`src/rtl/lab4_pkg.sv`:
```
// -----------------------------------------------------------------------------
// lab4_pkg
// Shared definitions for the task dispatcher slice: operand width, default
// debounce length, dispatcher state encoding and the done-selection helper.
// -----------------------------------------------------------------------------
package lab4_pkg;

   // Operand width carried from the switches to the dispatched task
   localparam int DATA_W = 8;

   // 1 ms of stable key level at 50 MHz
   localparam int DB_CYCLES_DEFAULT = 50000;

   typedef enum logic [1:0] {
      ST_IDLE   = 2'd0,
      ST_LAUNCH = 2'd1,
      ST_WAIT   = 2'd2
   } state_e;

   // Completion of the task selected by mode; the other task's done is ignored
   function automatic logic sel_done(input logic mode, input logic done1, input logic done2);
      return mode ? done2 : done1;
   endfunction

endpackage

```
`src/rtl/key_debounce.sv`:
```
// -----------------------------------------------------------------------------
// key_debounce
// Synchronizes the raw active-low pushbutton, optionally filters it, and emits a
// one-cycle press pulse on each released->pressed transition of the filtered
// level.
//
// Build option: DEBOUNCE_EN -- when defined, the level only changes after the
// synchronized input has disagreed with it for DB_CYCLES consecutive cycles.
// When undefined the level is the synchronizer output and no counter exists.
//
// Ports:
//   clk       in   clock
//   rst_n     in   asynchronous active-low reset
//   key_n     in   raw pushbutton, active-low, asynchronous to clk
//   key_level out  debounced key level (1 = released)
//   press     out  one-cycle pulse on a 1->0 transition of key_level
// -----------------------------------------------------------------------------
module key_debounce
   import lab4_pkg::*;
#(
   parameter int DB_CYCLES = DB_CYCLES_DEFAULT
) (
   input  logic clk,
   input  logic rst_n,
   input  logic key_n,
   output logic key_level,
   output logic press
);

   logic sync1_r;
   logic sync2_r;
   logic level_s;
   logic level_d_r;
   logic press_r;

   // Two-flop synchronizer; resets to the released level
   always_ff @(posedge clk or negedge rst_n) begin
      if (!rst_n) begin
         sync1_r <= 1'b1;
         sync2_r <= 1'b1;
      end else begin
         sync1_r <= key_n;
         sync2_r <= sync1_r;
      end
   end

`ifdef DEBOUNCE_EN
   localparam int CNT_W = (DB_CYCLES > 1) ? $clog2(DB_CYCLES) : 1;

   logic [CNT_W-1:0] cnt_r;
   logic             level_r;

   // Stability filter: any cycle where the input agrees with the level restarts the count
   always_ff @(posedge clk or negedge rst_n) begin
      if (!rst_n) begin
         cnt_r   <= {CNT_W{1'b0}};
         level_r <= 1'b1;
      end else if (sync2_r != level_r) begin
         if (cnt_r == CNT_W'(DB_CYCLES - 1)) begin
            cnt_r   <= {CNT_W{1'b0}};
            level_r <= sync2_r;
         end else begin
            cnt_r   <= cnt_r + CNT_W'(1);
            level_r <= level_r;
         end
      end else begin
         cnt_r   <= {CNT_W{1'b0}};
         level_r <= level_r;
      end
   end

   assign level_s = level_r;
`else
   assign level_s = sync2_r;
`endif

   // Falling-edge detector; the delayed copy resets released so a key held
   // across reset release still produces exactly one press
   always_ff @(posedge clk or negedge rst_n) begin
      if (!rst_n) begin
         level_d_r <= 1'b1;
         press_r   <= 1'b0;
      end else begin
         level_d_r <= level_s;
         press_r   <= level_d_r & ~level_s;
      end
   end

   assign key_level = level_s;
   assign press     = press_r;

endmodule

```
`src/rtl/task_dispatch.sv`:
```
// -----------------------------------------------------------------------------
// task_dispatch
// Launches one of two tasks (bit counter / binary search) on a debounced press
// of the start key, latching the task select and operand at the press, and
// holds busy until the selected task reports done. Presses while busy are
// dropped.
//
// Build option: DEBOUNCE_EN (see key_debounce) adds a DB_CYCLES stability
// filter on the start key.
//
// Ports:
//   CLOCK_50  in   system clock
//   reset_n   in   asynchronous active-low reset
//   key_n     in   raw start pushbutton, active-low
//   sw_mode   in   task select: 0 = bit counter, 1 = binary search
//   sw_data   in   operand
//   t1_done   in   bit counter completion (level)
//   t2_done   in   binary search completion (level)
//   t1_start  out  one-cycle start pulse for the bit counter
//   t2_start  out  one-cycle start pulse for the binary search
//   op_mode   out  task select latched at the accepted press
//   op_data   out  operand latched at the accepted press
//   busy      out  high while a dispatched task is outstanding
// -----------------------------------------------------------------------------
module task_dispatch
   import lab4_pkg::*;
#(
   parameter int DB_CYCLES = DB_CYCLES_DEFAULT
) (
   input  logic              CLOCK_50,
   input  logic              reset_n,
   input  logic              key_n,
   input  logic              sw_mode,
   input  logic [DATA_W-1:0] sw_data,
   input  logic              t1_done,
   input  logic              t2_done,
   output logic              t1_start,
   output logic              t2_start,
   output logic              op_mode,
   output logic [DATA_W-1:0] op_data,
   output logic              busy
);

   logic              key_level_s;
   logic              press_s;
   logic              done_s;
   state_e            state_r;
   logic              t1_start_r;
   logic              t2_start_r;
   logic              busy_r;
   logic              op_mode_r;
   logic [DATA_W-1:0] op_data_r;

   key_debounce #(
      .DB_CYCLES (DB_CYCLES)
   ) u_key_debounce (
      .clk       (CLOCK_50),
      .rst_n     (reset_n),
      .key_n     (key_n),
      .key_level (key_level_s),
      .press     (press_s)
   );

   assign done_s = sel_done(op_mode_r, t1_done, t2_done);

   // Dispatcher FSM with registered start/busy/operand outputs
   always_ff @(posedge CLOCK_50 or negedge reset_n) begin
      if (!reset_n) begin
         state_r    <= ST_IDLE;
         t1_start_r <= 1'b0;
         t2_start_r <= 1'b0;
         busy_r     <= 1'b0;
         op_mode_r  <= 1'b0;
         op_data_r  <= {DATA_W{1'b0}};
      end else begin
         case (state_r)
            ST_IDLE: begin
               if (press_s) begin
                  state_r    <= ST_LAUNCH;
                  op_mode_r  <= sw_mode;
                  op_data_r  <= sw_data;
                  t1_start_r <= ~sw_mode;
                  t2_start_r <= sw_mode;
                  busy_r     <= 1'b1;
               end else begin
                  state_r    <= ST_IDLE;
                  t1_start_r <= 1'b0;
                  t2_start_r <= 1'b0;
                  busy_r     <= 1'b0;
               end
            end
            // done is deliberately not looked at here
            ST_LAUNCH: begin
               state_r    <= ST_WAIT;
               t1_start_r <= 1'b0;
               t2_start_r <= 1'b0;
               busy_r     <= 1'b1;
            end
            // Presses arriving here, including on the exit edge, are dropped
            ST_WAIT: begin
               t1_start_r <= 1'b0;
               t2_start_r <= 1'b0;
               if (done_s) begin
                  state_r <= ST_IDLE;
                  busy_r  <= 1'b0;
               end else begin
                  state_r <= ST_WAIT;
                  busy_r  <= 1'b1;
               end
            end
            default: begin
               state_r    <= ST_IDLE;
               t1_start_r <= 1'b0;
               t2_start_r <= 1'b0;
               busy_r     <= 1'b0;
            end
         endcase
      end
   end

   assign t1_start = t1_start_r;
   assign t2_start = t2_start_r;
   assign busy     = busy_r;
   assign op_mode  = op_mode_r;
   assign op_data  = op_data_r;

endmodule

```
`config.mk`:
```
export PLATFORM = sky130hd
export DESIGN_NAME = task_dispatch
export DESIGN_NICKNAME = d
export VERILOG_FILES = /design/src/rtl/lab4_pkg.sv /design/src/rtl/key_debounce.sv /design/src/rtl/task_dispatch.sv
export SDC_FILE = /design/constraint.sdc
export NUM_CORES = 1
export LEC_CHECK = 0
export ABC_AREA = 1
export ABC_CLOCK_PERIOD_IN_PS = 800
export CAP_MARGIN = 20
export CORE_MARGIN = 2
export CORE_UTILIZATION = 36
export DETAILED_ROUTE_END_ITERATION = 16
export PLACE_DENSITY_LB_ADDON = 0.08
export SETUP_SLACK_MARGIN = 0.3
export SLEW_MARGIN = 40
export SYNTH_ARGS = -nofsm -noshare
export SYNTH_HDL_FRONTEND = slang
export SYNTH_SLANG_ARGS = --single-unit
```
`constraint.sdc`:
```
create_clock -name CLOCK_50 -period 0.8 [get_ports CLOCK_50]
set_input_delay 0.16 -clock CLOCK_50 [delete_from_list [all_inputs] [get_ports CLOCK_50]]
set_output_delay 0.16 -clock CLOCK_50 [all_outputs]
set_load 0.01 [all_outputs]
```
==> metrics, run 1 <==
clock-pin transition on the worst setup and hold timing paths 0.10 ns; total grt overflow 0; worst rel slew slack 89.3%; crit path time final 0.996 ns; internal power 1.95 mW; placed cell count 118; CTS buffer count 3; pin count of the biggest net entering global routing 19; Die Ht 46.3 um; Crit path largest cell delay 0.40 ns; per-cell routed wire length 10.2 um; Clock Tree Buf Depth 2; Final Cell Area 1080 um^2; Least-Margin Pin Slew 0.161 ns; area of the die 2140 um^2; sw power 0.918 mW; clk_skew 0.0116 ns; fin util 63.1%; Storage cell area 454 um^2; initial drt markers 2; DRC 0; Pwr Density 2660 nW/um^2; Worst Path Required 0.64 ns; final wirelength 1280 um; status finished, violations left; violated checks negative setup slack; Seq pwr share 44.6%; initial core utilization 37.7%; CP bufs+invs 1; maximum clock rate 1000 MHz; footprint of the multi-input gates 220 um^2; GP Congestion 0.628; critical path class reg2out; Hold WC Path Type in2async; vias per cell 4.17; Comb pwr share 39.5%; layout cell share with drive strength beyond 1 51.5%; total number of vias 526; static leakage 0.547 nW; CTS root buf clkbuf_4; fillers 153; final setup vio count 25; overall power 2.87 mW; CP max FO 2; Post-Syn Area 644 um^2; vias in the first global route 494; DP Worst Slack -0.228 ns; Hold WS 0.195 ns; initial antenna violation count 0; dpl cell area 980 um^2; final hold violations 0; clk_lat worst skew 0.29 ns; Final #Nets 116; crit path launch type flop; final cell count without fillers 126; fin worst setup slack -0.196 ns; Netlist cell types 10; Clock power frac 15.9%; MaxCap Viol Count 0; port bufs 25; Core ar. 1710 um^2; peak supply drop 1.24 mV; switching part of the total 32.0%; TNS Setup -3.98 ns; drt pass-1 iters 2; post-synthesis area per instance 10.4 um^2; TritonCTS clock tree done; Top delay family on crit path flip-flops; Net Count, Synth 76; fin. max-slew vios 0; sequential-to-total area share from yosys stat 70.5%; CP max stage cell dfrtp_1; Detail Placement HPWL 867 um; antenna cell count 0; RSZ-0062 raised after global routing true; die extent in x 46.3 um; Yosys warnings 0; number of synthesized register bits 18; cell-by-cell trace of the critical path buf_2; Post-DRT Antenna Nets 0; first-pass GRT wire length 1940 um; GRT Total Usage 13.4%; Gate Count Post-Synth 62; Post-CTS Hold Fix Bufs 0; Final Cycle Share 124%; Crit. End Element primary output; Sinks on Clock Net 18; Syn-to-layout area delta 67.2%; # H-tree levels 1; FP Rows 15; Top Ports 26; Worst EP arrival 0.84 ns
metal layers:
metal / up-vias / wire length (um) / global-route usage, %
met2: 16 / 692 / 23.6
met3: 2 / 73 / 2.35
li1: 269 / - / -
met1: 239 / 502 / 13.9
met5: - / 0 / 0
met4: 0 / 12 / 10.3
worst paths after layout:
path | startpoint | end | slack (ns) | cells past startpoint
min in group CLOCK_50 | key_n | u_key_debounce.sync1_r$_DFF_PN1_ | 0.28 | 1
hold / removal | reset_n | op_data[6]$_DFFE_PN0P_ | 0.19 | 2
hold reg to reg | u_key_debounce.sync1_r$_DFF_PN1_ | u_key_debounce.key_level$_DFF_PN1_ | 0.36 | 0
setup reg to reg | state_r[0]$_DFF_PN0_ | op_data[6]$_DFFE_PN0P_ | -0.16 | 5
max in group asynchronous | reset_n | u_key_debounce.key_level$_DFF_PN1_ | 0.38 | 2
setup / recovery | op_data[6]$_DFFE_PN0P_ | op_data[6] | -0.20 | 1
power by group through the flow:
stage	clock network [mW]	logic, mW	registers [mW]
6_report	0.457	1.13	1.28
5_1_grt	0.522	1.24	1.31
4_1_cts	0.494	0.930	1.25
3_5_place_dp	0	0.997	1.27
3_3_place_gp	0	0.982	1.26
2_1_floorplan	0	0.266	1.38
kinds of logic after synthesis:
group	count (synthesis)	synth area share, %
buffers and inverters	7	5.24
DFF	18	70.5
and+or+nand+nor	36	23.5
AOI/OAI and AO/OA	1	0.776
cell type report:
cell class | count | area share (%)
inverter | 6 | 2.56
multi-input combinational | 37 | 20.4
timing repair buffer | 36 | 29.5
sequential | 18 | 42.2
clock buffer | 4 | 2.44
tap | 25 | 2.90
synthesized netlist by cell type:
master	count	area share, %
o21ai_0	1	0.78
dfstp_2	3	12
buf_6	1	1.7
nand2_1	29	17
nand3_1	2	1.6
dfrtp_1	15	58
nor2_1	4	2.3
nand3_4	1	2.7
inv_2	3	1.7
inv_1	3	1.7
cells in the final DEF (no fill, tap or decap):
cell type | Yosys | routed
buf_6 | 1 | 8
nand3_4 | 1 | 1
clkbuf_4 | 0 | 3
nand2_1 | 29 | 17
clkdlybuf4s50_1 | 0 | 13
nand2_4 | 0 | 1
inv_6 | 0 | 1
buf_4 | 0 | 3
buf_2 | 0 | 11
buf_12 | 0 | 1
nor2_4 | 0 | 2
o21ai_2 | 0 | 1
nand2_2 | 0 | 11
inv_1 | 3 | 1
nand3_2 | 0 | 2
dfstp_2 | 3 | 3
nor2_1 | 4 | 2
dfrtp_1 | 15 | 15
clkbuf_1 | 0 | 1
inv_2 | 3 | 4
timing repair:
action | 4_1_cts | 5_1_grt
setup endpoints to repair | 29 | 29
buffers inserted | 2 | 2
pin swaps | 2 | 5
gates resized for setup | 60 | 21
sequential cells by signal, summed over array words and instances, names as in the netlist:
name                      count
busy                          1
u_key_debounce.press          1
u_key_debounce.key_level      1
t1_start                      1
state_r                       2
op_data                       8
u_key_debounce.sync1_r        1
op_mode                       1
u_key_debounce.level_d_r      1
t2_start                      1
(Power assumes the default switching activity.)
==> inputs of run 2 (changes only) <==
--- a/config.mk
+++ b/config.mk
@@ -8,7 +8,6 @@
 export ABC_AREA = 1
 export ABC_CLOCK_PERIOD_IN_PS = 800
 export CAP_MARGIN = 20
-export CORE_MARGIN = 2
 export CORE_UTILIZATION = 36
 export DETAILED_ROUTE_END_ITERATION = 16
 export PLACE_DENSITY_LB_ADDON = 0.08
==> run 2 against run 1 <==
Effect of this change:
- die area shrank 8.5%
- final area increased by 1.6%
- clock power increased by 5.9%
- sequential share of layout area down 0.67 points
- count of clock-buffer cells in the layout did not move
- via count rose by 7.8%
- sequential cell count unchanged
- the run still ends with negative setup slack left
- register-to-register slack worse by 0.03 ns
- hold slack lost 0.016 ns
- core utilization up 5.6 points
- critical endpoint is now op_mode
- clock skew grew 0.0066 ns
==> metrics, run 2 (same netlist as run 1, synthesis figures left out) <==
status finished, violations left; violated checks negative setup slack; Pwr Density 2670 nW/um^2 (+0.48%); placed cell count 119 (+0.85%); final wirelength 1420 um (+11%); vias in the first global route 502 (+1.6%); Post-DRT Antenna Nets 0 (unchanged); Seq pwr share 43.4% (-1.2 points); vias per cell 4.36 (+4.5%); crit path launch type flop; final cell count without fillers 130 (+3.2%); CTS buffer count 3 (unchanged); Top delay family on crit path flip-flops; clock-pin transition on the worst setup and hold timing paths 0.11 ns (about the same); initial antenna violation count 0 (unchanged); switching part of the total 33.0% (+0.94 points); area of the die 1960 um^2 (-8.5%); Clock power frac 16.5% (+0.6 points); TNS Setup -4.19 ns (-0.213 ns); CTS root buf clkbuf_4; DRC 0 (unchanged); static leakage 0.565 nW (+3.4%); Detail Placement HPWL 836 um (-3.6%); die extent in x 44.3 um (-4.3%); maximum clock rate 979 MHz (-2.5%); Crit. End Element primary output; Core ar. 1590 um^2 (-6.7%); Worst EP arrival 0.86 ns (+0.02 ns); Final Cycle Share 128% (+3.2 points); internal power 1.96 mW (+0.70%); Final #Nets 121 (+4.3%); port bufs 25 (unchanged); Post-CTS Hold Fix Bufs 0 (unchanged); Hold WC Path Type in2async; Comb pwr share 40.1% (+0.6 points); Crit path largest cell delay 0.41 ns (about the same); DP Worst Slack -0.229 ns (-0.000932 ns); total grt overflow 0 (unchanged); Die Ht 44.3 um (-4.3%); antenna cell count 0 (unchanged); fin. max-slew vios 0 (unchanged); TritonCTS clock tree done; Syn-to-layout area delta 69.9%; Top Ports 26 (unchanged); max reg flops 8 (unchanged); worst r2r path cells 5 (unchanged); CP Depth 1 (unchanged); CP max FO 2 (unchanged); final hold violations 0 (unchanged); per-cell routed wire length 11.0 um (+7.8%); footprint of the multi-input gates 214 um^2 (-2.8%); RSZ-0062 raised after global routing true; critical path class reg2out; sw power 0.965 mW (+5.1%); Worst Path Required 0.64 ns (about the same); FP Rows 14 (-1); clk_lat worst skew 0.31 ns (+0.02 ns); pin count of the biggest net entering global routing 19 (unchanged); fillers 129 (-16%); initial core utilization 40.4% (+2.7 points); drt pass-1 iters 4 (+2); final setup vio count 26 (+4.0%); crit path time final 1.02 ns (+0.0259 ns); Storage cell area 454 um^2 (unchanged); GP Congestion 0.668 (+6.3%); Least-Margin Pin Slew 0.187 ns (+0.0260 ns); worst rel slew slack 87.6% (-1.7 points); initial drt markers 9 (+7); clk_skew 0.0183 ns (+0.00663 ns); GRT Total Usage 15.8% (+2.4 points); Clock Tree Buf Depth 2 (unchanged); total number of vias 567 (+7.8%); fin worst setup slack -0.221 ns (-0.0259 ns); layout cell share with drive strength beyond 1 50.0% (-1.5 points); MaxCap Viol Count 0 (unchanged); # H-tree levels 1 (unchanged); first-pass GRT wire length 2100 um (+8.2%); CP bufs+invs 1 (unchanged); Sinks on Clock Net 18 (unchanged); CP max stage cell dfrtp_1; most frequent cells in the layout nand2_1 (21), dfrtp_1 (15), clkdlybuf4s50_1 (13); commonest non-fill, non-tap cell in the layout nand2_1; peak supply drop 1.43 mV (+16%); cell-by-cell trace of the critical path buf_2
[run 2: cell types whose count changed in the layout (fill, tap and decap cells not counted), sizes merged]
| cell | delta |
|---|---|
| buf | +3 |
| inv | +1 |
| nand3 | +1 |
[run 2: layer usage]
metal	part of all wire [%]	vias up	GRT usage, %
met5	0	-	0
met4	3.2	0	15.2
met3	6.4	6	4.08
met2	52	27	24.4
met1	39	255	17.3
li1	-	279	-
[run 2: final timing paths]
path	start	to	slack, ns
min	reset_n	op_mode$_DFFE_PN0P_	0.18
max in group asynchronous	reset_n	u_key_debounce.sync1_r$_DFF_PN1_	0.39
max	op_mode$_DFFE_PN0P_	op_mode	-0.22
min in group CLOCK_50	key_n	u_key_debounce.sync1_r$_DFF_PN1_	0.27
min reg2reg	u_key_debounce.sync1_r$_DFF_PN1_	u_key_debounce.key_level$_DFF_PN1_	0.36
max reg2reg	state_r[0]$_DFF_PN0_	op_data[3]$_DFFE_PN0P_	-0.19
[run 2: power groups by stage]
stage          Sequential (mW)  Clock (mW)  Combinational, mW
3_3_place_gp              1.26           0               1.03
6_report                  1.27       0.484               1.17
4_1_cts                   1.25       0.484              0.963
5_1_grt                   1.29       0.517               1.28
3_5_place_dp              1.27           0               1.04
2_1_floorplan             1.38           0              0.266
[run 2: metrics by stage]
step | total power, mW | instance area, um^2 | util [%] | hold slack (ns)
finish | 2.93 | 1090 | 68.7 | 0.179
global route | 3.09 | 1090 | 68.7 | 0.207
CTS | 2.70 | 1020 | 64.3 | 0.195
detailed placement | 2.32 | 993 | 62.3 | 0.347
global placement | 2.29 | 993 | 62.3 | 0.346
floorplan | 1.65 | 644 | - | -0.136
[run 2: area by class of cell]
class | instances | area share [%]
timing repair buffer | 39 | 30.7
clock buffer | 4 | 2.40
sequential | 18 | 41.5
inverter | 6 | 2.51
timing repair inverter | 1 | 0.571
tap | 24 | 2.74
multi-input combinational | 38 | 19.5
[run 2: repair_timing]
item	CTS	global route
buffers inserted	1	4
endpoints found under the setup margin	29	29
pin swaps	4	2
resized for setup	63	13
cloned	2	0
